### src/rtl/qbus_dma_arbiter_if.sv
// QBUS DMA arbitration bundle: device request/grant lines plus the CPU DMR/DMGO/SACK handshake.
// All signals are active-high; pin inversion happens at the chip top.
interface qbus_dma_arbiter_if #(
  parameter int NREQ = 4
);
  logic [NREQ-1:0] dev_req;
  logic [NREQ-1:0] dev_gnt;
  logic            cpu_dmgo;
  logic            bus_sync;
  logic            bus_rply;
  logic            cpu_dmr;
  logic            cpu_sack;
  logic            tmo_err;
  logic            busy;

  modport master (
    input  dev_req, cpu_dmgo, bus_sync, bus_rply,
    output dev_gnt, cpu_dmr, cpu_sack, tmo_err, busy
  );

  modport slave (
    output dev_req, cpu_dmgo, bus_sync, bus_rply,
    input  dev_gnt, cpu_dmr, cpu_sack, tmo_err, busy
  );
endinterface

### src/rtl/qbus_dma_arbiter.sv
// Round-robin QBUS DMA mastership arbiter: folds device requests onto DMR and runs DMR->DMGO->SACK.
// Outputs are registered from the next-state decode, so they change exactly on the transition edge.
module qbus_dma_arbiter #(
  parameter int NREQ  = 4,
  parameter int TMO_W = 8,
  parameter int TMO   = 200
) (
  input logic                 clk,
  input logic                 rst_n,
  qbus_dma_arbiter_if.master  bus
);
  localparam int IW = (NREQ > 1) ? $clog2(NREQ) : 1;

  typedef enum logic [2:0] {IDLE, REQ, WAITBUS, OWN, REL} state_t;

  state_t            state, state_n;
  logic [IW-1:0]     last, last_n, sel, sel_n, pick;
  logic [TMO_W-1:0]  cnt, cnt_n;
  logic              tmo_n;
  logic [NREQ-1:0]   gnt_n;
  logic              req_sel;

  // Scan downward so the closest set bit after 'last' is the one left in 'pick'.
  always_comb begin
    pick = '0;
    for (int off = NREQ; off >= 1; off--) begin
      if (bus.dev_req[(int'(last) + off) % NREQ])
        pick = IW'((int'(last) + off) % NREQ);
    end
  end

  assign req_sel = bus.dev_req[sel];

  always_comb begin
    state_n = state;
    last_n  = last;
    sel_n   = sel;
    cnt_n   = cnt;
    tmo_n   = 1'b0;
    case (state)
      IDLE: begin
        cnt_n = '0;
        if (|bus.dev_req) begin
          sel_n   = pick;
          state_n = REQ;
        end
      end
      REQ: begin
        cnt_n = cnt + 1'b1;
        if (!req_sel)
          state_n = IDLE;
        else if (bus.cpu_dmgo)
          state_n = WAITBUS;
        else if (cnt == TMO_W'(TMO - 1)) begin
          // cnt counts completed REQ cycles, so this is the TMO-th cycle without DMGO
          state_n = IDLE;
          tmo_n   = 1'b1;
          last_n  = sel;
        end
      end
      WAITBUS: begin
        if (!req_sel)
          state_n = IDLE;
        else if (!bus.cpu_dmgo)
          state_n = REQ;
        else if (!bus.bus_sync && !bus.bus_rply)
          state_n = OWN;
      end
      OWN: begin
        if (!req_sel) begin
          state_n = REL;
          last_n  = sel;
        end
      end
      REL: begin
        cnt_n   = '0;
        state_n = IDLE;
      end
      default: state_n = IDLE;
    endcase

    gnt_n = '0;
    if (state_n == OWN) gnt_n[sel_n] = 1'b1;
  end

  always_ff @(posedge clk or negedge rst_n) begin
    if (!rst_n) begin
      state        <= IDLE;
      last         <= IW'(NREQ - 1);
      sel          <= '0;
      cnt          <= '0;
      bus.cpu_dmr  <= 1'b0;
      bus.cpu_sack <= 1'b0;
      bus.dev_gnt  <= '0;
      bus.tmo_err  <= 1'b0;
      bus.busy     <= 1'b0;
    end else begin
      state        <= state_n;
      last         <= last_n;
      sel          <= sel_n;
      cnt          <= cnt_n;
      bus.cpu_dmr  <= (state_n == REQ) || (state_n == WAITBUS);
      bus.cpu_sack <= (state_n == OWN);
      bus.dev_gnt  <= gnt_n;
      bus.tmo_err  <= tmo_n;
      bus.busy     <= (state_n != IDLE);
    end
  end
endmodule

### src/flat_wrapper.sv
// flat-port wrapper written by rule: the top's interface ports become plain ports
module qbus_dma_arbiter_flat 
#(
  parameter int NREQ  = 4,
  parameter int TMO_W = 8,
  parameter int TMO   = 200
)
  (clk, rst_n, bus_dev_req, bus_cpu_dmgo, bus_bus_sync, bus_bus_rply, bus_dev_gnt, bus_cpu_dmr, bus_cpu_sack, bus_tmo_err, bus_busy);
  qbus_dma_arbiter_if #(.NREQ(NREQ)) bus_i ();
  input logic clk;
  input logic rst_n;
  input wire logic [$bits(bus_i.dev_req)-1:0] bus_dev_req;
  input wire logic [$bits(bus_i.cpu_dmgo)-1:0] bus_cpu_dmgo;
  input wire logic [$bits(bus_i.bus_sync)-1:0] bus_bus_sync;
  input wire logic [$bits(bus_i.bus_rply)-1:0] bus_bus_rply;
  output wire logic [$bits(bus_i.dev_gnt)-1:0] bus_dev_gnt;
  output wire logic [$bits(bus_i.cpu_dmr)-1:0] bus_cpu_dmr;
  output wire logic [$bits(bus_i.cpu_sack)-1:0] bus_cpu_sack;
  output wire logic [$bits(bus_i.tmo_err)-1:0] bus_tmo_err;
  output wire logic [$bits(bus_i.busy)-1:0] bus_busy;
  assign bus_i.dev_req = bus_dev_req;
  assign bus_i.cpu_dmgo = bus_cpu_dmgo;
  assign bus_i.bus_sync = bus_bus_sync;
  assign bus_i.bus_rply = bus_bus_rply;
  assign bus_dev_gnt = bus_i.dev_gnt;
  assign bus_cpu_dmr = bus_i.cpu_dmr;
  assign bus_cpu_sack = bus_i.cpu_sack;
  assign bus_tmo_err = bus_i.tmo_err;
  assign bus_busy = bus_i.busy;
  qbus_dma_arbiter #(.NREQ(NREQ), .TMO_W(TMO_W), .TMO(TMO)) u_core (.clk(clk), .rst_n(rst_n), .bus(bus_i));
endmodule
### config.mk
export PLATFORM = sky130hd
export DESIGN_NAME = qbus_dma_arbiter_flat
export DESIGN_NICKNAME = d
export VERILOG_FILES = /design/src/rtl/qbus_dma_arbiter_if.sv /design/src/rtl/qbus_dma_arbiter.sv /design/src/flat_wrapper.sv
export SDC_FILE = /design/constraint.sdc
export NUM_CORES = 1
export LEC_CHECK = 0
export ABC_CLOCK_PERIOD_IN_PS = 3100
export BUFFER_PORTS_ARGS = -buffer_cell sky130_fd_sc_hd__clkbuf_2
export CAP_MARGIN = 20
export CORE_MARGIN = 2
export CORE_UTILIZATION = 55
export CTS_CLUSTER_SIZE = 30
export DETAILED_ROUTE_END_ITERATION = 8
export PLACE_DENSITY = 0.82
export SYNTH_ARGS = -nofsm -noshare
export SYNTH_HDL_FRONTEND = slang
export SYNTH_SLANG_ARGS = --single-unit
### constraint.sdc
create_clock -name clk -period 3.1 [get_ports clk]
set_input_delay 0.62 -clock clk [delete_from_list [all_inputs] [get_ports clk]]
set_output_delay 0.62 -clock clk [all_outputs]
set_load 0.005 [all_outputs]
Word level (Yosys, flattened, before mapping)
Cells that the tools add are included.

Logic and storage cells: 95. Output and inout bits: 8. Flip-flop bits (word level): 23.

Mux-type cells: 42. Reduce and logical (&&, ||, !) cells: 16. Add/subtract/negate cells: 5. Eq/ne operators: 12. Order comparisons: 7. Bitwise gates (word level): 4.

Operator list (number): 3-bit 2-to-1 mux (8); 2-bit 2-to-1 mux (10); 3-bit by 4-bit < comparator with 1-bit output (second input constant) (4); 8-bit case mux with 2 select lines (1); 1-bit 2-to-1 mux (14); 3-bit by 2-bit == test with 1-bit output (second input constant) (4); 3-bit case mux with 4 select lines (1); 1-bit binary-select mux with 2-bit select (5); 2-bit OR reduction (5); 8-bit by 1-bit adder with 8-bit output (second input constant) (1); 8-bit == test (second input constant) (1); 3-bit by 1-bit == test with 1-bit output (second input constant) (2); 2-bit by 3-bit < comparator with 1-bit output (second input constant) (2); 5-bit AND reduction (1); 2-bit by 1-bit adder with 2-bit output (second input constant) (2); 2-bit adder (second input constant) (2); 1-bit AND (first input constant) (4); 4-bit 2-to-1 mux (1); 2-bit by 1-bit != test with 1-bit output (second input constant) (2); 2-bit != test (second input constant) (2); 2-bit case mux with 2 select lines (1); 2-bit nonzero test (2); 4-bit OR reduction (1); 3-bit == test (second input constant) (1); other kinds (7) (9).

Logic depth before layout (Yosys ltp)
Depth in word-level cells: 17. Gate-level depth with buffers: 6. Depth with buffers taken out: 6.

Worst setup path after synthesis
OpenSTA, ideal clock, no wires.

Path kind: input port to flip-flop. Start: in bus_dev_req[1]. End: reg u_core.bus.dev_gnt[3]. Path buffers: 0. Path slack: 1.235 ns. Cell stages on the path: 5. Arrival: 1.746 ns. Path through: or4_1 > nand3_2 > inv_1 > o21ai_2 > and3b_1.

Cells in the longest elaborated chain, start to end: 14. Elaborated cells on any way between the ends: 33. Classes of those cells: 2 x order compare; 1 x eq/ne; 28 x mux; 2 x reduce/logical.

Ends and longest elaborated chain: start, declared (line flat_wrapper.sv:12) `input wire logic [$bits(bus_i.dev_req)-1:0] bus_dev_req;`; 1-bit binary-select mux with 2-bit select (line qbus_dma_arbiter.sv:27) `if (bus.dev_req[(int'(last) + off) % NREQ])`; 1-bit 2-to-1 mux (not written as such) (2 in series) (line qbus_dma_arbiter.sv:27); 2-bit 2-to-1 mux (4 in series) (line qbus_dma_arbiter.sv:27); 2-bit 2-to-1 mux (line qbus_dma_arbiter.sv:43) `if (|bus.dev_req) begin`; 2-bit 2-to-1 mux (line qbus_dma_arbiter.sv:40) `case (state)`; 2-bit by 3-bit < comparator with 1-bit output (not written as such) or 2-bit by 1-bit >= comparator with 1-bit output (tied branches) (line qbus_dma_arbiter.sv:83) `if (state_n == OWN) gnt_n[sel_n] = 1'b1;`; 1-bit logical AND (not written as such) (line qbus_dma_arbiter.sv:83); 1-bit 2-to-1 mux (not written as such) (line qbus_dma_arbiter.sv:83); 1-bit demux with 2-bit select; 4-bit 2-to-1 mux (*) (line qbus_dma_arbiter.sv:83); via u_core.gnt_n[3] (line qbus_dma_arbiter.sv:20) `logic [NREQ-1:0] gnt_n;`; end signal, assigned (line qbus_dma_arbiter.sv:104) `bus.dev_gnt <= gnt_n;`; end, declared (line qbus_dma_arbiter_if.sv:18) `output dev_gnt, cpu_dmr, cpu_sack, tmo_err, busy`.

Mark *: on every way through the listed nets, which the timed path passes. The rest lies on a longest branch. The select of a mux whose other input is x is not followed. A chain may end at the register's enable or synchronous reset.

Worst setup path after layout
Start: reg u_core.cnt[0]. End: reg u_core.last[0].

Cells in the longest elaborated chain, start to end: 3.

Ends and longest elaborated chain: start, declared (line qbus_dma_arbiter.sv:18) `logic [TMO_W-1:0] cnt, cnt_n;`; start signal, assigned (line qbus_dma_arbiter.sv:101) `cnt <= cnt_n;`; 8-bit == test (line qbus_dma_arbiter.sv:54) `else if (cnt == TMO_W'(TMO - 1)) begin`; 2-bit by 1-bit != test with 1-bit output (no line); 5-bit AND reduction (no line); end signal, assigned (line qbus_dma_arbiter.sv:89) `last <= IW'(NREQ - 1);`; end signal, assigned (line qbus_dma_arbiter.sv:99) `last <= last_n;`; end, declared (line qbus_dma_arbiter.sv:17) `logic [IW-1:0] last, last_n, sel, sel_n, pick;`.

Every way passes these cells.

==> run_results.csv <==
group,metric,value,unit
setup_path,crit_type,"flop to flop",
logic_synthesis,synth_top_cell_by_area,"dfrtp_1",
detailed_routing,vias_per_cell,5.53,
clocking,htreeDepth,1,
setup_path,cp_data_arrival_time,2060,ps
clocking,cts_resized,0,
clocking,clk_pin_slew_worst_paths,130,ps
logic_synthesis,syn-num-nets,116,
detailed_routing,drc,0,
place,placedCellCount,147,
sta,rsz0062_at_grt,"no",
detailed_routing,first_pass_iters,4,
min_path,hold_class,"input pin to asynchronous set/reset pin",
floorplanning,fp-row-count,16,
logic_synthesis,synth_area_leaders,"dfrtp_1, dfstp_2, nand2_1",
detailed_routing,ant_nets,0,
floorplanning,ioPinCount,17,
setup_path,start_kind,"flop",
clocking,cts_sinks,23,
cells_and_area,drive_gt1_frac,0.282,
detailed_routing,wl_per_cell,13.7,um
setup_path,r2r-start,"u_core.cnt[0]",
pwr,leakagePower,0.614,nW
logic_synthesis,syn-instance-count,106,
logic_synthesis,synth_top_area_frac,0.463,
cells_and_area,num_antenna_cells,0,
clocking,cts_tree,"built",
clocking,clock_latency,300,ps
sta,fin_skew,7.61,ps
clocking,numCtsBuffers,3,
grt,antenna_found_initial,0,
setup_path,critPathMaxFanout,4,
detailed_routing,vias,835,
cells_and_area,layout_commonest_cell,"dfrtp_1",
floorplanning,fp.coreArea,0.00196,mm^2
place,hpwl,1.57,mm
setup_path,cp-endpoint,"u_core.last[0]",
logic_synthesis,yosys_warnings,0,
floorplanning,fp.dieW,49.4,um
logic_synthesis,seq_area_frac_synth,0.509,
setup_path,crit_path_start,"u_core.cnt[0]",
logic_synthesis,netlist_area,0.00113,mm^2
clocking,postCtsHoldBufs,0,
setup_path,r2r-end,"u_core.last[0]",
clocking,cts-root-buf,"clkbuf_4",
sta,slew_viol_final,0,
sta,hold_viol_final,0,
setup_path,worstPathRequired,3340,ps
logic_synthesis,ys_seq_elements,23,
setup_path,reg2reg_slack,1280,ps
pwr,powerDensity,833,mW/mm^2
place,gp_congestion,0.865,
sta,fin_tns_setup,0,ps
cells_and_area,mostFrequentLayoutCells,"dfrtp_1, clkbuf_2, nand2_1",
place,io_buffer_count,16,
sta,fin_crit,1820,ps
logic_synthesis,syn-mean-instance-area,10.7,um^2
setup_path,worstRegToRegCells,6,
detailed_routing,routed_wl,2.07,mm
detailed_routing,drtIter0Drc,12,
sta,maxSlewHeadroom,0.631,
floorplanning,die_h,49.4,um
logic_synthesis,ys.flop_type,"dfrtp_1",
cells_and_area,layout.nets,135,
grt,grt_max_degree,24,
outcome,outcome,"finished clean",
logic_synthesis,async_reset_ff_frac,1.00,
clocking,cts_setup_buffers,0,
setup_path,end_kind,"flop",
logic_synthesis,yosys.cell_types.count,42,
grt,grt_pass1_vias,799,
grt,grt_usage,0.187,
grt,grt_overflow,0,
grt,grt_pass1_wl,3.47,mm
logic_synthesis,synth_edf_count,0,
sta,max_freq,549,MHz
sta,period_share,0.587,
sta,worst_slew_pin_slew,553,ps
floorplanning,dieArea,0.00244,mm^2
run,cap_violations,0,
cells_and_area,final_cells,151,
pwr,ir_drop,0.000545,V
sta,final-setup-viol-count,0,
cells_and_area,area_delta_synth_final,11.1,%
floorplanning,start_util,0.578,
clocking,clk_path_buf_depth,2,
-- worst max-delay path, cell delays in order (launching register included) --
cell and delay, ps:
dfrtp_1 410, ha_1 240, nand4_1 120, nor4_2 310, and4_1 310, nor2_2 70, mux2_4 290
-- worst min path at each step --
stage             startpoint               to  slack, ps  depth (start not counted)
2_1_floorplan          rst_n  u_core.bus.busy        320                          0
3_3_place_gp   u_core.cnt[7]    u_core.cnt[7]        470                          1
3_5_place_dp   u_core.cnt[7]    u_core.cnt[7]        480                          1
4_1_cts                rst_n    u_core.cnt[3]        290                          1
5_1_grt                rst_n    u_core.cnt[3]        320                          1
6_report               rst_n    u_core.cnt[3]        280                          1
-- flip-flops by register name, indices dropped and copies added, names as in the netlist --
| name | count |
|---|---|
| u_core.sel | 2 |
| u_core.last | 2 |
| u_core.bus.tmo_err | 1 |
| u_core.bus.busy | 1 |
| u_core.state | 3 |
| u_core.cnt | 8 |
| u_core.bus.cpu_sack | 1 |
| u_core.bus.dev_gnt | 4 |
| u_core.bus.cpu_dmr | 1 |
-- metrics by stage --
| stage | hold slack, ps | instance area, um^2 | setup WS, ps | util | total power, mW |
|---|---|---|---|---|---|
| 3_3_place_gp | 465 | 1230 | 1080 | 0.629 | 0.904 |
| 2_1_floorplan | 324 | 1130 | 1230 | - | 0.825 |
| 6_report | 279 | 1260 | 1280 | 0.643 | 1.05 |
| 3_5_place_dp | 475 | 1230 | 989 | 0.629 | 0.922 |
| 5_1_grt | 315 | 1260 | 1160 | 0.643 | 1.13 |
| 4_1_cts | 291 | 1260 | 1260 | 0.643 | 1.06 |
-- synthesized netlist by cell type (all sizes together), types with 2 or more instances --
cell and instances:
dfstp 2, mux2 2, o21ai 11, nand2 12
dfrtp 21, nand4 4, a21oi 2, and4 2
nand3 7, inv 7, nor2 5, o22ai 2
nor3b 3, nand2b 2, and3 3, a22o 2
-- cells by family (layout without fill, tap and decap cells) --
kind of cell | after synthesis | in the layout | synth area share
simple gates | 46 | 46 | 0.245
xor+xnor | 2 | 2 | 0.0154
mux | 3 | 3 | 0.0463
compound gates | 21 | 21 | 0.128
buf+inv | 9 | 27 | 0.0364
fa+ha+maj | 2 | 2 | 0.0198
flops | 23 | 23 | 0.509
-- routing by layer --
layer | share of wire | track usage | vias up
li1 | - | - | 416
met1 | 0.45 | 0.222 | 395
met2 | 0.50 | 0.327 | 18
met3 | 0.032 | 0.0368 | 6
met4 | 0.023 | 0.0833 | 0
met5 | 0 | 0 | -
-- power breakdown --
| group | leakage (nW) | internal (mW) | switching [mW] | total [mW] |
|---|---|---|---|---|
| combinational | 0.298 | 0.204 | 0.240 | 0.444 |
| clock | 0.0177 | 0.0480 | 0.0847 | 0.133 |
| sequential | 0.298 | 0.394 | 0.0796 | 0.474 |
| total | 0.614 | 0.646 | 0.404 | 1.05 |
-- layout make-up --
cell class	count	area, um^2
multi-input cells	74	515
clock inverters	1	5.00
inverters	7	26.3
well taps	27	33.8
fillers	180	701
repair buffers	16	80.1
clock buffers	3	22.5
flip-flops and latches	23	578
Note: power is estimated with default switching activity, not from simulation.
